## config.mk

```make
export PLATFORM = sky130hd
export DESIGN_NAME = mem_arbiter_flat
export DESIGN_NICKNAME = d
export VERILOG_FILES = /design/src/rtl/mem_arbiter_if.sv /design/src/rtl/mem_arbiter.sv /design/src/flat_wrapper.sv
export SDC_FILE = /design/constraint.sdc
export NUM_CORES = 1
export LEC_CHECK = 0
export ABC_AREA = 1
export CELL_PAD_IN_SITES_DETAIL_PLACEMENT = 1
export CELL_PAD_IN_SITES_GLOBAL_PLACEMENT = 1
export CORE_ASPECT_RATIO = 1.25
export CORE_MARGIN = 4
export CORE_UTILIZATION = 18
export DETAILED_ROUTE_END_ITERATION = 16
export HOLD_SLACK_MARGIN = 0.05
export PLACE_DENSITY = 0.84
export SLEW_MARGIN = 20
export SYNTH_ARGS = -nofsm -noshare
export SYNTH_HDL_FRONTEND = slang
export SYNTH_SLANG_ARGS = --single-unit
```

## constraint.sdc

```tcl
create_clock -name clk -period 1.31 [get_ports clk]
set_input_delay 0.131 -clock clk [delete_from_list [all_inputs] [get_ports clk]]
set_output_delay 0.131 -clock clk [all_outputs]
set_load 0.005 [all_outputs]
```

## src/rtl/mem_arbiter_if.sv

```systemverilog
// mem_arbiter_if: instruction/data requester ports and the shared SSRAM port.
interface mem_arbiter_if #(parameter int MEM_AW = 10);
   logic [31:0]       instr_address;
   logic              instr_enable;
   logic [31:0]       instr_data;
   logic              instr_rdy;
   logic [31:0]       data_address;
   logic              data_read_enable;
   logic [31:0]       data_read_data;
   logic              data_read_rdy;
   logic              data_write_enable;
   logic [3:0]        data_write_byte_enable;
   logic [31:0]       data_write_data;
   logic              data_write_rdy;
   logic [MEM_AW-1:0] mem_address;
   logic              mem_read_enable;
   logic              mem_write_enable;
   logic [3:0]        mem_write_byte_enable;
   logic [31:0]       mem_write_data;
   logic [31:0]       mem_read_data;
   modport slave (
      input  instr_address, instr_enable, data_address, data_read_enable,
             data_write_enable, data_write_byte_enable, data_write_data, mem_read_data,
      output instr_data, instr_rdy, data_read_data, data_read_rdy, data_write_rdy,
             mem_address, mem_read_enable, mem_write_enable, mem_write_byte_enable, mem_write_data
   );
   modport master (
      output instr_address, instr_enable, data_address, data_read_enable,
             data_write_enable, data_write_byte_enable, data_write_data, mem_read_data,
      input  instr_data, instr_rdy, data_read_data, data_read_rdy, data_write_rdy,
             mem_address, mem_read_enable, mem_write_enable, mem_write_byte_enable, mem_write_data
   );
endinterface

```

## src/rtl/mem_arbiter.sv

```systemverilog
// mem_arbiter: round-robin sharing of one single-port SSRAM between instruction and data requesters.
module mem_arbiter #(
   parameter int MEM_AW = 10
) (
   input  logic        clk,
   input  logic        rst,
   mem_arbiter_if.slave bus,
   output logic        busy
);
   typedef enum logic [1:0] {IDLE, ISSUE, RESP} state_t;
   state_t            r_state, w_next;
   logic              r_last_data, r_gnt_data, r_is_write;
   logic [MEM_AW-1:0] r_addr;
   logic [31:0]       r_wdata;
   logic [3:0]        r_be;
   logic              w_req_i, w_req_d, w_pick_d, w_issue, w_resp, w_unused;
   assign w_req_i  = bus.instr_enable;
   assign w_req_d  = bus.data_read_enable | bus.data_write_enable;
   // data wins if it is alone, or on a tie when instruction was granted last
   assign w_pick_d = w_req_d & (~w_req_i | ~r_last_data);
   assign w_unused = ^{bus.instr_address[31:MEM_AW+2], bus.instr_address[1:0],
                       bus.data_address[31:MEM_AW+2], bus.data_address[1:0]};
   always_ff @(posedge clk) begin
      if (rst) begin
         r_state     <= IDLE;
         r_last_data <= 1'b1;
         r_gnt_data  <= 1'b0;
         r_is_write  <= 1'b0;
         r_addr      <= '0;
         r_wdata     <= '0;
         r_be        <= '0;
      end else begin
         r_state <= w_next;
         if (r_state == IDLE && (w_req_i || w_req_d)) begin
            r_last_data <= w_pick_d;
            r_gnt_data  <= w_pick_d;
            r_is_write  <= w_pick_d & bus.data_write_enable;
            r_addr      <= w_pick_d ? bus.data_address[MEM_AW+1:2] : bus.instr_address[MEM_AW+1:2];
            r_wdata     <= bus.data_write_data;
            r_be        <= bus.data_write_byte_enable;
         end
      end
   end
   always_comb begin
      w_issue                   = r_state == ISSUE;
      w_resp                    = r_state == RESP;
      w_next                    = r_state == IDLE ? ((w_req_i || w_req_d) ? ISSUE : IDLE)
                                                  : (w_issue ? RESP : IDLE);
      busy                      = r_state != IDLE;
      bus.mem_address           = r_addr;
      bus.mem_write_data        = r_wdata;
      bus.mem_read_enable       = w_issue & ~r_is_write;
      bus.mem_write_enable      = w_issue & r_is_write;
      bus.mem_write_byte_enable = (w_issue & r_is_write) ? r_be : 4'b0000;
      bus.instr_rdy             = w_resp & ~r_gnt_data;
      bus.data_read_rdy         = w_resp & r_gnt_data & ~r_is_write;
      bus.data_write_rdy        = w_resp & r_gnt_data & r_is_write;
      bus.instr_data            = bus.instr_rdy ? bus.mem_read_data : 32'h0;
      bus.data_read_data        = bus.data_read_rdy ? bus.mem_read_data : 32'h0;
   end
endmodule

```

## src/flat_wrapper.sv

```systemverilog
// flat-port wrapper written by rule: the top's interface ports become plain ports
module mem_arbiter_flat 
#(
   parameter int MEM_AW = 10
)
  (clk, rst, busy, bus_instr_address, bus_instr_enable, bus_data_address, bus_data_read_enable, bus_data_write_enable, bus_data_write_byte_enable, bus_data_write_data, bus_mem_read_data, bus_instr_data, bus_instr_rdy, bus_data_read_data, bus_data_read_rdy, bus_data_write_rdy, bus_mem_address, bus_mem_read_enable, bus_mem_write_enable, bus_mem_write_byte_enable, bus_mem_write_data);
  mem_arbiter_if #(.MEM_AW(MEM_AW)) bus_i ();
  input  logic clk;
  input  logic rst;
  output logic busy;
  input wire logic [$bits(bus_i.instr_address)-1:0] bus_instr_address;
  input wire logic [$bits(bus_i.instr_enable)-1:0] bus_instr_enable;
  input wire logic [$bits(bus_i.data_address)-1:0] bus_data_address;
  input wire logic [$bits(bus_i.data_read_enable)-1:0] bus_data_read_enable;
  input wire logic [$bits(bus_i.data_write_enable)-1:0] bus_data_write_enable;
  input wire logic [$bits(bus_i.data_write_byte_enable)-1:0] bus_data_write_byte_enable;
  input wire logic [$bits(bus_i.data_write_data)-1:0] bus_data_write_data;
  input wire logic [$bits(bus_i.mem_read_data)-1:0] bus_mem_read_data;
  output wire logic [$bits(bus_i.instr_data)-1:0] bus_instr_data;
  output wire logic [$bits(bus_i.instr_rdy)-1:0] bus_instr_rdy;
  output wire logic [$bits(bus_i.data_read_data)-1:0] bus_data_read_data;
  output wire logic [$bits(bus_i.data_read_rdy)-1:0] bus_data_read_rdy;
  output wire logic [$bits(bus_i.data_write_rdy)-1:0] bus_data_write_rdy;
  output wire logic [$bits(bus_i.mem_address)-1:0] bus_mem_address;
  output wire logic [$bits(bus_i.mem_read_enable)-1:0] bus_mem_read_enable;
  output wire logic [$bits(bus_i.mem_write_enable)-1:0] bus_mem_write_enable;
  output wire logic [$bits(bus_i.mem_write_byte_enable)-1:0] bus_mem_write_byte_enable;
  output wire logic [$bits(bus_i.mem_write_data)-1:0] bus_mem_write_data;
  assign bus_i.instr_address = bus_instr_address;
  assign bus_i.instr_enable = bus_instr_enable;
  assign bus_i.data_address = bus_data_address;
  assign bus_i.data_read_enable = bus_data_read_enable;
  assign bus_i.data_write_enable = bus_data_write_enable;
  assign bus_i.data_write_byte_enable = bus_data_write_byte_enable;
  assign bus_i.data_write_data = bus_data_write_data;
  assign bus_i.mem_read_data = bus_mem_read_data;
  assign bus_instr_data = bus_i.instr_data;
  assign bus_instr_rdy = bus_i.instr_rdy;
  assign bus_data_read_data = bus_i.data_read_data;
  assign bus_data_read_rdy = bus_i.data_read_rdy;
  assign bus_data_write_rdy = bus_i.data_write_rdy;
  assign bus_mem_address = bus_i.mem_address;
  assign bus_mem_read_enable = bus_i.mem_read_enable;
  assign bus_mem_write_enable = bus_i.mem_write_enable;
  assign bus_mem_write_byte_enable = bus_i.mem_write_byte_enable;
  assign bus_mem_write_data = bus_i.mem_write_data;
  mem_arbiter #(.MEM_AW(MEM_AW)) u_core (.clk(clk), .rst(rst), .bus(bus_i), .busy(busy));
endmodule
```

==> impl_metrics.csv <==
group,metric,value,unit
final_layout,syn2layout_area_growth,131,%
route,wl_per_cell,16.1,µm
synth,ys_top_cells_by_area,"dfxtp_1 40%, nor2_1 26%, inv_1 9.0%",
power_and_ir_drop,p_comb_share,36.4,%
floorplan,initial_core_util,18.3,%
synth,synth_common_cells,"177 x nor2_1, 61 x inv_1, 51 x dfxtp_1",
power_and_ir_drop,p_leak,2.97,nW
sta,slew_viol_final,0,
synth,synth_edf_count,0,
sta,finalHoldViolCount,0,
place,hpwl,8840,µm
synth,ys_seq_elements,51,
sta,clock_skew,0.00406,ns
grt,antenna_found_initial,0,
power_and_ir_drop,p_switching,1.56,mW
sta,max_freq,633,MHz
sta,setup_slack,-0.271,ns
critical_path,critPathKind,"flop to output port",
place,gp_congestion,0.769,
power_and_ir_drop,clkPwrFrac,28.5,%
sta,tns,-15.59,ns
critical_path,r2r_slack,-0.11,ns
critical_path,setup.worst_path.start,"u_core.r_state[0]",
critical_path,startpoint_type,"flop",
synth,yosysWarnings,0,
sta,period_needed,1.58,ns
power_and_ir_drop,seq_power_share,35.1,%
critical_path,reg2reg_from,"u_core.r_state[0]",
clock_tree,cts_root_buf,"clkbuf_16",
clock_tree,cts_hold_buf,0,
critical_path,cp-endpoint,"bus_data_read_data[27]",
critical_path,reg2regPathDepth,8,
synth,yosysMostFrequentCell,"nor2_1",
clock_tree,htreeDepth,2,
clock_tree,cts.sinks,51,
synth,yosysTopAreaCellShare,40.3,%
power_and_ir_drop,switching_share,29.6,%
clock_tree,cts_buffers,5,
synth,syn_area_per_cell,6.14,µm²
synth,syn_area,2530,µm²
clock_tree,cts_tree,"built",
run_status,status,"complete, but fails checks",
final_layout,fin_nets,786,
synth,syn_nets,549,
synth,yosys.area.top_type,"dfxtp_1",
sta,final-setup-viol-count,110,
run_status,violations,"negative setup slack",
power_and_ir_drop,power.internal,3.70,mW
floorplan,dieArea,16000,µm²
clock_tree,clk_pin_slew,0.07,ns
route,drt_wl_total,13300,µm
floorplan,die_w,114,µm
route,post_drt_via_cell_ratio,4.18,
sta,rsz0062_at_grt,"true",
critical_path,end_kind,"output port",
floorplan,core_area,13800,µm²
grt,gr-total-overflow,0,
grt,grt_pass1_wl,17200,µm
clock_tree,clk_latency,0.29,ns
route,postRouteAntennaNets,0,
sta,slew_headroom,82.7,%
critical_path,r2r-end,"u_core.bus.mem_write_data[19]",
critical_path,crit_fanout,8,
final_layout,final_util,42.4,%
sta,holdWs,0.446,ns
final_layout,diodes,0,
clock_tree,max-clock-path-buffers,2,
final_layout,layout-drive-gt1-share,33.7,%
floorplan,io_pins,253,
grt,grt.total_usage,13.4,%
sta,finalCritPeriodShare,121,%
critical_path,arrival,1.45,ns
route,drcViolationCount,0,
place,portBuffers,208,
flow_run,drv_cap,0,
grt,grt_max_degree,35,
route,firstDrtPassIters,4,
route,first_iter_violations,144,
synth,yosysSeqAreaShare,40.3,%
power_and_ir_drop,irDropWorstVdd,0.601,mV
route,vias,3450,
power_and_ir_drop,p_per_area,897,nW/µm²
synth,ys_types,20,
floorplan,rows,48,
place,pre_cts_ws,-0.335,ns
synth,async_flop_share,0,%
sta,worst_pin_slew,0.257,ns
synth,netlist_instances,412,
critical_path,cp.required,1.18,ns
synth,ys.flop_type,"dfxtp_1",
hold_path,hold_class,"primary input to flop",
power_and_ir_drop,power.total,5.25,mW
floorplan,die-height,141,µm
grt,grt_pass1_vias,3342,
-- critical path: stages, from the launching register on --
cell,delay (ns)
dfxtp_4,0.38
inv_4,0.07
nand3_4,0.07
nor2_4,0.13
clkinv_4,0.11
clkbuf_16,0.20
nor2_2,0.10
clkbuf_2,0.13
-- layer usage --
layer	track usage, %	part of all wire, %	routed length [µm]	vias to the layer above
met3	4.16	7.6	1010	22
li1	-	-	-	1689
met5	0	0	0	-
met2	25.6	56	7500	152
met4	5.25	2.5	337	0
met1	13.1	33	4450	1587
-- cell usage in the layout (no fill, tap or decap), types with 3 or more instances in the layout --
cell             instances
clkdlybuf4s50_1        112
nor2_1                 109
inv_1                   60
nor2_4                  53
dfxtp_1                 44
buf_2                   43
nand2_1                 34
o21ai_0                 25
buf_6                   22
dlymetal6s2s_1          20
clkbuf_2                17
nor2_2                  16
clkbuf_16               16
buf_4                   14
nand3_1                 12
o21ai_1                 11
buf_12                   8
inv_4                    4
dfxtp_2                  4
dfxtp_4                  3
-- state kept, by name (all words and copies together) (netlist names) --
name / count
u_core.bus.mem_address: 10
u_core.r_last_data: 1
u_core.r_is_write: 1
u_core.bus.mem_write_data: 32
u_core.r_be: 4
u_core.r_gnt_data: 1
u_core.r_state: 2
-- stage by stage --
step,cells,cell area (µm²)
after floorplan,412,2530
after global placement,796,4940
after detailed placement,796,4940
after CTS,807,5040
after global routing,825,5860
final,825,5860
-- layout make-up --
cell class                 instances  area, µm²
fill                            1675       7960
timing repair buffer             252       2530
multi-input combinational        271       1610
sequential                        51       1040
inverter                          67        275
tap                              175        219
clock buffer                       5        125
clock inverter                     3       43.8
timing repair inverter             1       7.51
-- power by group through the flow --
stage	Sequential, mW	Combinational [mW]	Clock (mW)
after floorplan	1.87	0.582	0
after global placement	1.86	1.50	0
after detailed placement	1.87	1.53	0
after CTS	1.84	1.52	1.55
after global routing	1.87	2.07	1.60
final	1.84	1.91	1.50
-- how the worst min path moves through the flow --
stage | from | end | cells past startpoint
after floorplan | rst | u_core.r_gnt_data | 1
after global placement | u_core.bus.mem_write_data[18] | u_core.bus.mem_write_data[18] | 2
after detailed placement | u_core.bus.mem_write_data[25] | u_core.bus.mem_write_data[25] | 2
after CTS | bus_data_write_data[19] | u_core.bus.mem_write_data[19] | 3
after global routing | bus_data_write_data[22] | u_core.bus.mem_write_data[22] | 3
final | bus_data_write_data[22] | u_core.bus.mem_write_data[22] | 3
-- logic make-up after synthesis --
kind of cell	synth area share [%]
simple gates	35.6
compound gates	8.16
flops	40.3
buf+inv	15.9
-- what timing repair did --
item / in CTS / in global routing
setup buffers: 3 / 5
gates resized for setup: 245 / 242
pin swaps: 3 / 13
setup endpoints to repair: 99 / 145
hold endpoints to repair: 0 / 0
gates cloned: 1 / 14
Power figures use the tool's default switching activity.
